## src/rtl/split_gen_pkg.sv

```systemverilog
// Shared definitions for split_gen: FSM states, LFSR geometry and the
// value-constraint check used by the generator.
package split_gen_pkg;

    localparam int LFSR_W = 18;
    localparam int TAP_HI = 17;
    localparam int TAP_LO = 10;

    localparam logic [LFSR_W-1:0] LFSR_ONE  = 18'h00001;
    localparam logic [LFSR_W-1:0] LFSR_ONES = '1;

    typedef enum logic [1:0] {
        ST_IDLE  = 2'd0,
        ST_GEN   = 2'd1,
        ST_VALID = 2'd2
    } state_t;

    // A candidate passes unless every bit that survives the shift is one.
    function automatic logic constraint_ok(input logic [LFSR_W-1:0] v, input int shift);
        return (v >> shift) != (LFSR_ONES >> shift);
    endfunction

    // An all-zero LFSR would lock up, so zero seeds become 1.
    function automatic logic [LFSR_W-1:0] fix_seed(input logic [LFSR_W-1:0] s);
        return (s == '0) ? LFSR_ONE : s;
    endfunction

endpackage

```

## src/rtl/split_gen_if.sv

```systemverilog
// Request/response bundle of split_gen. The master side drives requests and
// the ready; the slave side (the generator) returns data and status.
interface split_gen_if;
    import split_gen_pkg::*;

    logic              start;
    logic              seed_load;
    logic [LFSR_W-1:0] seed;
    logic              out_valid;
    logic              out_ready;
    logic [LFSR_W-1:0] out_data;
    logic              busy;
    logic              fail;
    logic [7:0]        retry_count;

    modport master (
        output start, seed_load, seed, out_ready,
        input  out_valid, out_data, busy, fail, retry_count
    );

    modport slave (
        input  start, seed_load, seed, out_ready,
        output out_valid, out_data, busy, fail, retry_count
    );

endinterface

```

## src/rtl/split_gen_lfsr.sv

```systemverilog
// 18-bit left-shifting Fibonacci LFSR with seed load and zero-seed
// substitution. Exposes the stepped value so the caller can test the
// candidate in the same cycle the register advances.
module split_gen_lfsr
    import split_gen_pkg::*;
#(
    parameter logic [LFSR_W-1:0] SEED = 18'h00001
) (
    input  logic              clk,
    input  logic              rst_n,
    input  logic              step,
    input  logic              load,
    input  logic [LFSR_W-1:0] seed,
    output logic [LFSR_W-1:0] next_value
);

    localparam logic [LFSR_W-1:0] RESET_VAL = fix_seed(SEED);

    logic [LFSR_W-1:0] lfsr;

    assign next_value = {lfsr[LFSR_W-2:0], lfsr[TAP_HI] ^ lfsr[TAP_LO]};

    // Load has priority over step; the register holds otherwise.
    always_ff @(posedge clk or negedge rst_n) begin
        if (!rst_n) begin
            lfsr <= RESET_VAL;
        end else if (load) begin
            lfsr <= fix_seed(seed);
        end else if (step) begin
            lfsr <= next_value;
        end
    end

endmodule

```

## src/rtl/split_gen.sv

```systemverilog
// Constrained random value generator. Each start request steps the LFSR
// once per cycle until a candidate passes the constraint check, then holds
// it on a valid/ready handshake; MAX_RETRY rejects end the request with a
// one-cycle fail pulse.
// Optional feature: define SPLIT_GEN_STATS_EN to add stat_accepted and
// stat_rejected wrapping counters.
module split_gen
    import split_gen_pkg::*;
#(
    parameter int                SHIFT     = 9,
    parameter int                MAX_RETRY = 15,
    parameter logic [LFSR_W-1:0] SEED      = 18'h00001
) (
    input  logic        clk,
    input  logic        rst_n,
    split_gen_if.slave  bus
`ifdef SPLIT_GEN_STATS_EN
    ,
    output logic [15:0] stat_accepted,
    output logic [15:0] stat_rejected
`endif
);

    localparam logic [7:0] MAX_R = 8'(MAX_RETRY);

    state_t            state;
    logic              out_valid;
    logic [LFSR_W-1:0] out_data;
    logic              busy;
    logic              fail;
    logic [7:0]        retry_count;

    logic [LFSR_W-1:0] cand;
    logic              cand_pass;
    logic              lfsr_step;
    logic              lfsr_load;
    logic [8:0]        retry_inc;
    logic [7:0]        retry_sat;
    logic              accept;

    assign bus.out_valid   = out_valid;
    assign bus.out_data    = out_data;
    assign bus.busy        = busy;
    assign bus.fail        = fail;
    assign bus.retry_count = retry_count;

    // The LFSR only moves while generating, and seeds only load while idle.
    assign lfsr_step = (state == ST_GEN);
    assign lfsr_load = (state == ST_IDLE) && bus.seed_load;

    split_gen_lfsr #(
        .SEED (SEED)
    ) u_lfsr (
        .clk        (clk),
        .rst_n      (rst_n),
        .step       (lfsr_step),
        .load       (lfsr_load),
        .seed       (bus.seed),
        .next_value (cand)
    );

    assign cand_pass = constraint_ok(cand, SHIFT);
    assign retry_inc = {1'b0, retry_count} + 9'd1;
    assign retry_sat = retry_inc[8] ? 8'hFF : retry_inc[7:0];
    assign accept    = (state == ST_VALID) && bus.out_ready;

    // Request FSM with registered handshake and status outputs.
    always_ff @(posedge clk or negedge rst_n) begin
        if (!rst_n) begin
            state       <= ST_IDLE;
            out_valid   <= 1'b0;
            out_data    <= '0;
            busy        <= 1'b0;
            fail        <= 1'b0;
            retry_count <= '0;
        end else begin
            fail <= 1'b0;
            case (state)
                ST_IDLE: begin
                    if (bus.start) begin
                        state       <= ST_GEN;
                        busy        <= 1'b1;
                        retry_count <= '0;
                    end
                end
                ST_GEN: begin
                    if (cand_pass) begin
                        state     <= ST_VALID;
                        out_valid <= 1'b1;
                        out_data  <= cand;
                    end else begin
                        retry_count <= retry_sat;
                        if (retry_sat == MAX_R) begin
                            state <= ST_IDLE;
                            busy  <= 1'b0;
                            fail  <= 1'b1;
                        end
                    end
                end
                ST_VALID: begin
                    if (bus.out_ready) begin
                        out_valid <= 1'b0;
                        if (bus.start) begin
                            // Back-to-back request: straight into GEN.
                            state       <= ST_GEN;
                            retry_count <= '0;
                        end else begin
                            state <= ST_IDLE;
                            busy  <= 1'b0;
                        end
                    end
                end
                default: begin
                    state     <= ST_IDLE;
                    out_valid <= 1'b0;
                    busy      <= 1'b0;
                end
            endcase
        end
    end

`ifdef SPLIT_GEN_STATS_EN
    // Wrapping event counters for accepts and rejected candidates.
    always_ff @(posedge clk or negedge rst_n) begin
        if (!rst_n) begin
            stat_accepted <= '0;
            stat_rejected <= '0;
        end else begin
            if (accept) begin
                stat_accepted <= stat_accepted + 16'd1;
            end
            if ((state == ST_GEN) && !cand_pass) begin
                stat_rejected <= stat_rejected + 16'd1;
            end
        end
    end
`endif

endmodule

```

## src/flat_wrapper.sv

```systemverilog
// flat-port wrapper written by rule: the top's interface ports become plain ports
module split_gen_flat import split_gen_pkg::*;
#(
    parameter int                SHIFT     = 9,
    parameter int                MAX_RETRY = 15,
    parameter logic [LFSR_W-1:0] SEED      = 18'h00001
)
  (clk, rst_n, bus_start, bus_seed_load, bus_seed, bus_out_ready, bus_out_valid, bus_out_data, bus_busy, bus_fail, bus_retry_count);
  split_gen_if bus_i ();
  input  logic clk;
  input  logic rst_n;
  input wire logic [$bits(bus_i.start)-1:0] bus_start;
  input wire logic [$bits(bus_i.seed_load)-1:0] bus_seed_load;
  input wire logic [$bits(bus_i.seed)-1:0] bus_seed;
  input wire logic [$bits(bus_i.out_ready)-1:0] bus_out_ready;
  output wire logic [$bits(bus_i.out_valid)-1:0] bus_out_valid;
  output wire logic [$bits(bus_i.out_data)-1:0] bus_out_data;
  output wire logic [$bits(bus_i.busy)-1:0] bus_busy;
  output wire logic [$bits(bus_i.fail)-1:0] bus_fail;
  output wire logic [$bits(bus_i.retry_count)-1:0] bus_retry_count;
  assign bus_i.start = bus_start;
  assign bus_i.seed_load = bus_seed_load;
  assign bus_i.seed = bus_seed;
  assign bus_i.out_ready = bus_out_ready;
  assign bus_out_valid = bus_i.out_valid;
  assign bus_out_data = bus_i.out_data;
  assign bus_busy = bus_i.busy;
  assign bus_fail = bus_i.fail;
  assign bus_retry_count = bus_i.retry_count;
  split_gen #(.SHIFT(SHIFT), .MAX_RETRY(MAX_RETRY), .SEED(SEED)) u_core (.clk(clk), .rst_n(rst_n), .bus(bus_i));
endmodule
```

## config.mk

```make
export PLATFORM = sky130hd
export DESIGN_NAME = split_gen_flat
export DESIGN_NICKNAME = d
export VERILOG_FILES = /design/src/rtl/split_gen_pkg.sv /design/src/rtl/split_gen_if.sv /design/src/rtl/split_gen_lfsr.sv /design/src/rtl/split_gen.sv /design/src/flat_wrapper.sv
export SDC_FILE = /design/constraint.sdc
export NUM_CORES = 1
export LEC_CHECK = 0
export ABC_AREA = 1
export ABC_CLOCK_PERIOD_IN_PS = 2700
export BUFFER_PORTS_ARGS = -buffer_cell sky130_fd_sc_hd__buf_2
export CAP_MARGIN = 30
export CORE_AREA = 2 2 74 76
export CTS_CLUSTER_DIAMETER = 80
export DETAILED_ROUTE_END_ITERATION = 10
export DIE_AREA = 0 0 76 78
export PLACE_DENSITY = 0.77
export SYNTH_ARGS = -nofsm -noshare
export SYNTH_HDL_FRONTEND = slang
export SYNTH_HIERARCHICAL = 1
export SYNTH_SLANG_ARGS = --single-unit
```

## constraint.sdc

```tcl
create_clock -name clk -period 2.7 [get_ports clk]
set_input_delay 0.135 -clock clk [delete_from_list [all_inputs] [get_ports clk]]
set_output_delay 0.135 -clock clk [all_outputs]
set_load 0.01 [all_outputs]
```

==> flow_metrics.py <==
metrics = {
    "worst_setup_path": {
        "crit_arrival_ns": 2.10,
        "required_ns": 2.93,
        "rr_endpoint": "u_core/bus.retry_count[6]$_DFFE_PN0P_",
        "path_buf_inv": 1,
        "worst-setup-path-type": "reg2reg",
        "timing.rr.start": "u_core/u_lfsr/lfsr[12]$_DFFE_PN0P_",
        "path_cells": "inv_1 -> nor3_2 -> nand3b_2 -> nand2_4 -> nand2_4 -> a21oi_4 -> nand3_1 -> o21ai_1",
        "critPathMaxFanout": 25,
        "cp_top_family": "simple AND/OR/NAND/NOR gates",
        "end_kind": "flop",
        "r2r_setup_slack_ns": 0.83,
        "cpPeakStageDelay_ns": 0.39,
        "cp_slowest_cell": "dfrtp_1",
        "reg2regPathDepth": 8,
        "critPathLaunchType": "flop",
        "crit_top_cell": "nand2_4",
    },
    "floorplanning": {
        "core_um2": 5040,
        "rows": 26,
        "io_pins": 52,
        "die_area_um2": 5930,
        "die_x_um": 76,
        "initial_core_util": 0.535,
        "die_h_um": 78,
    },
    "drt": {
        "avgViaCountPerCell": 5.23,
        "first_iter_violations": 104,
        "drc": 0,
        "routed_wl_mm": 5.31,
        "drt_first_pass_iters": 4,
        "route.vias.total": 2138,
        "wl_per_cell_um": 13.0,
        "route.antenna.remaining_nets": 0,
    },
    "hold_path": {
        "holdPathEnd": "u_core/u_lfsr/lfsr[5]$_DFFE_PN0P_",
        "min-delay-start": "bus_seed[5]",
        "hold_path_class": "in2reg",
        "min_path_cells": 3,
    },
    "sta": {
        "tightest_slew_ns": 0.463,
        "fin_skew_ns": 0.00575,
        "finalMaxSlewViolations": 0,
        "period_minus_slack_ns": 1.87,
        "relSlewSlack": 0.690,
        "period_share": 0.694,
        "fmax_mhz": 534,
        "rsz0062_at_grt": "no",
        "totalNegativeSetupSlack_ns": 0,
        "hold_viol": 0,
        "setup_violations": 0,
    },
    "layout": {
        "area_growth_pct": 9.73,
        "final_net_count": 362,
        "final_cell_mix": "61 x nand2_1, 51 x buf_2, 48 x dfrtp_1",
        "layout.area.seq_um2": 1230,
        "multi_input_area_um2": 1130,
        "drive_gt1_frac": 0.313,
        "final_common_cell": "nand2_1",
        "stdcell_count": 409,
        "fillers": 438,
        "diodes": 0,
    },
    "power_and_ir_drop": {
        "p_int_uw": 1740,
        "power_frac_seq": 0.459,
        "power_switching_uw": 988,
        "combPwrFrac": 0.344,
        "power_frac_clock": 0.197,
        "power_density_nw_per_um2": 921,
        "switching_share": 0.362,
        "p_leak_uw": 0.00141,
        "ir_worst_vdd_uv": 585,
    },
    "logic_synthesis": {
        "synth_top_area_frac": 0.445,
        "syn_nets": 328,
        "ys_seq_elements": 49,
        "netlist_area_um2": 2700,
        "synth-compound-area-share": 0.140,
        "synthAdderAreaFrac": 0.00463,
        "synth_cell_types": 34,
        "synth.area.mux_share": 0.0542,
        "synth_edf_count": 0,
        "synth-warning-count": 6,
        "syn_inst": 304,
        "synth_top_family_by_area": "simple AND/OR/NAND/NOR gates",
        "yosys.area_share.simple": 0.212,
        "yosysTopAreaCell": "dfrtp_1",
        "synth_xor_xnor_area_share": 0.00649,
        "ys_seq_area_frac": 0.455,
        "synthArstFlopShare": 1.00,
        "synth_area_leaders": "dfrtp_1 44%, nand2_1 8.5%, buf_4 5.6%",
        "synthFlopType": "dfrtp_1",
        "syn_area_per_cell_um2": 8.88,
    },
    "global_route": {
        "met2_usage": 0.324,
        "grt_first_pass_wirelength_mm": 9.39,
        "grt_pass1_vias": 2034,
        "grt.overflow.total": 0,
        "antenna_found_initial": 0,
        "busiest_layer": "met2",
        "track_usage": 0.198,
        "grtUsageMet1": 0.263,
        "grt_max_degree": 32,
        "gr-usage-met3": 0.0442,
    },
    "clock_network": {
        "htreeDepth": 2,
        "clkTransAtPathRegs_ns": 0.09,
        "cts_root_buf": "clkbuf_8",
        "clk_latency_ns": 0.30,
        "cts.repair.resized": 0,
        "cts_tree": "done",
        "cts-buffers-inserted": 5,
        "clockBufferDepth": 2,
        "cts_sinks": 49,
    },
    "placement": {
        "gp_congestion": 0.820,
        "io_buffers": 51,
        "numPlacedInstances": 400,
        "place_hpwl_mm": 3.93,
    },
    "status": {
        "run_status": "complete, no violations",
    },
    "run": {
        "drv_cap": 0,
    },
}
==> timing repair <==
action | 4_1_cts | 5_1_grt
buffers inserted | 0 | 0
endpoints found under the hold margin | 18 | 0
hold buffers | 1 | 0
==> worst register-to-register path, cell delays in order, from the launching register on <==
cell and delay, ns:
dfrtp_1 0.39, inv_1 0.09, nor3_2 0.20, nand3b_2 0.16
nand2_4 0.28, nand2_4 0.10, a21oi_4 0.34, nand3_1 0.13
o21ai_1 0.11
==> cells in the mapped netlist, types with 2 or more instances <==
library cell and n:
o21bai_1 2, nor3_2 2, buf_6 4, a21oi_1 12, nor2_1 40, buf_4 20
dfrtp_1 48, buf_12 2, mux2_2 13, xnor2_1 2, nor3_1 2, a21oi_2 10
nand2_4 3, nand4_1 2, o21ai_2 9, o21ai_0 11, inv_1 24, nand2_1 61
o21ai_1 8, nand3_1 15
==> metrics by stage <==
stage	utilization	total power, uW	hold slack [ns]	cell area (um^2)	worst slack, ns
floorplan	-	2060	-0.161	2700	1.08
global placement	0.559	2170	0.391	2820	0.905
detailed placement	0.563	2220	0.108	2840	0.853
CTS	0.588	2760	0.0753	2960	0.822
global route	0.588	2930	0.0713	2960	0.640
finish	0.588	2730	0.0818	2960	0.827
==> sequential cells by signal, indices dropped and copies added, names as in the netlist <==
signal / flops
u_core/bus.busy: 1
u_core/bus.fail: 1
u_core/bus.out_data: 18
u_core/bus.out_valid: 1
u_core/bus.retry_count: 8
u_core/state: 2
u_core/u_lfsr/lfsr: 18
==> how the worst max path moves through the flow <==
stage | from | endpoint | slack, ns | cells after the start
floorplan | u_core/bus.retry_count[0]$_DFFE_PN0P_ | u_core/bus.busy$_DFFE_PN0P_ | 1.08 | 12
global placement | u_core/bus.retry_count[0]$_DFFE_PN0P_ | u_core/bus.busy$_DFFE_PN0P_ | 0.90 | 12
detailed placement | u_core/u_lfsr/lfsr[10]$_DFFE_PN0P_ | u_core/bus.retry_count[5]$_DFFE_PN0P_ | 0.85 | 8
CTS | u_core/u_lfsr/lfsr[10]$_DFFE_PN0P_ | u_core/bus.retry_count[5]$_DFFE_PN0P_ | 0.82 | 8
global route | u_core/u_lfsr/lfsr[10]$_DFFE_PN0P_ | u_core/bus.retry_count[6]$_DFFE_PN0P_ | 0.64 | 8
finish | u_core/u_lfsr/lfsr[12]$_DFFE_PN0P_ | u_core/bus.retry_count[6]$_DFFE_PN0P_ | 0.83 | 8
==> per-layer routing <==
metal | share of wire | vias up
met2 | 0.47 | 61
li1 | - | 1042
met4 | 0.013 | 0
met3 | 0.054 | 6
met1 | 0.46 | 1029
met5 | 0 | -
==> area by class of cell <==
| type | instances | area share |
|---|---|---|
| inverters | 26 | 0.0355 |
| clock buffers | 7 | 0.0291 |
| clock inverters | 1 | 0.0101 |
| flip-flops and latches | 49 | 0.414 |
| repair buffers | 54 | 0.0988 |
| multi-input cells | 202 | 0.383 |
| well taps | 70 | 0.0296 |
==> cell families after synthesis <==
| logic type | Yosys count |
|---|---|
| AOI/OAI and AO/OA | 56 |
| adders and majority gates | 1 |
| buffers and inverters | 53 |
| xor gates and xnor gates | 2 |
| muxes | 13 |
| DFF | 49 |
| and+or+nand+nor | 130 |
==> power groups by stage <==
| stage | logic [uW] | clock network [uW] | registers [uW] |
|---|---|---|---|
| CTS | 948 | 551 | 1260 |
| floorplan | 768 | 0 | 1290 |
| global placement | 910 | 0 | 1260 |
| detailed placement | 945 | 0 | 1270 |
| global route | 1040 | 585 | 1300 |
| finish | 938 | 538 | 1250 |
Power figures use the tool's default switching activity.
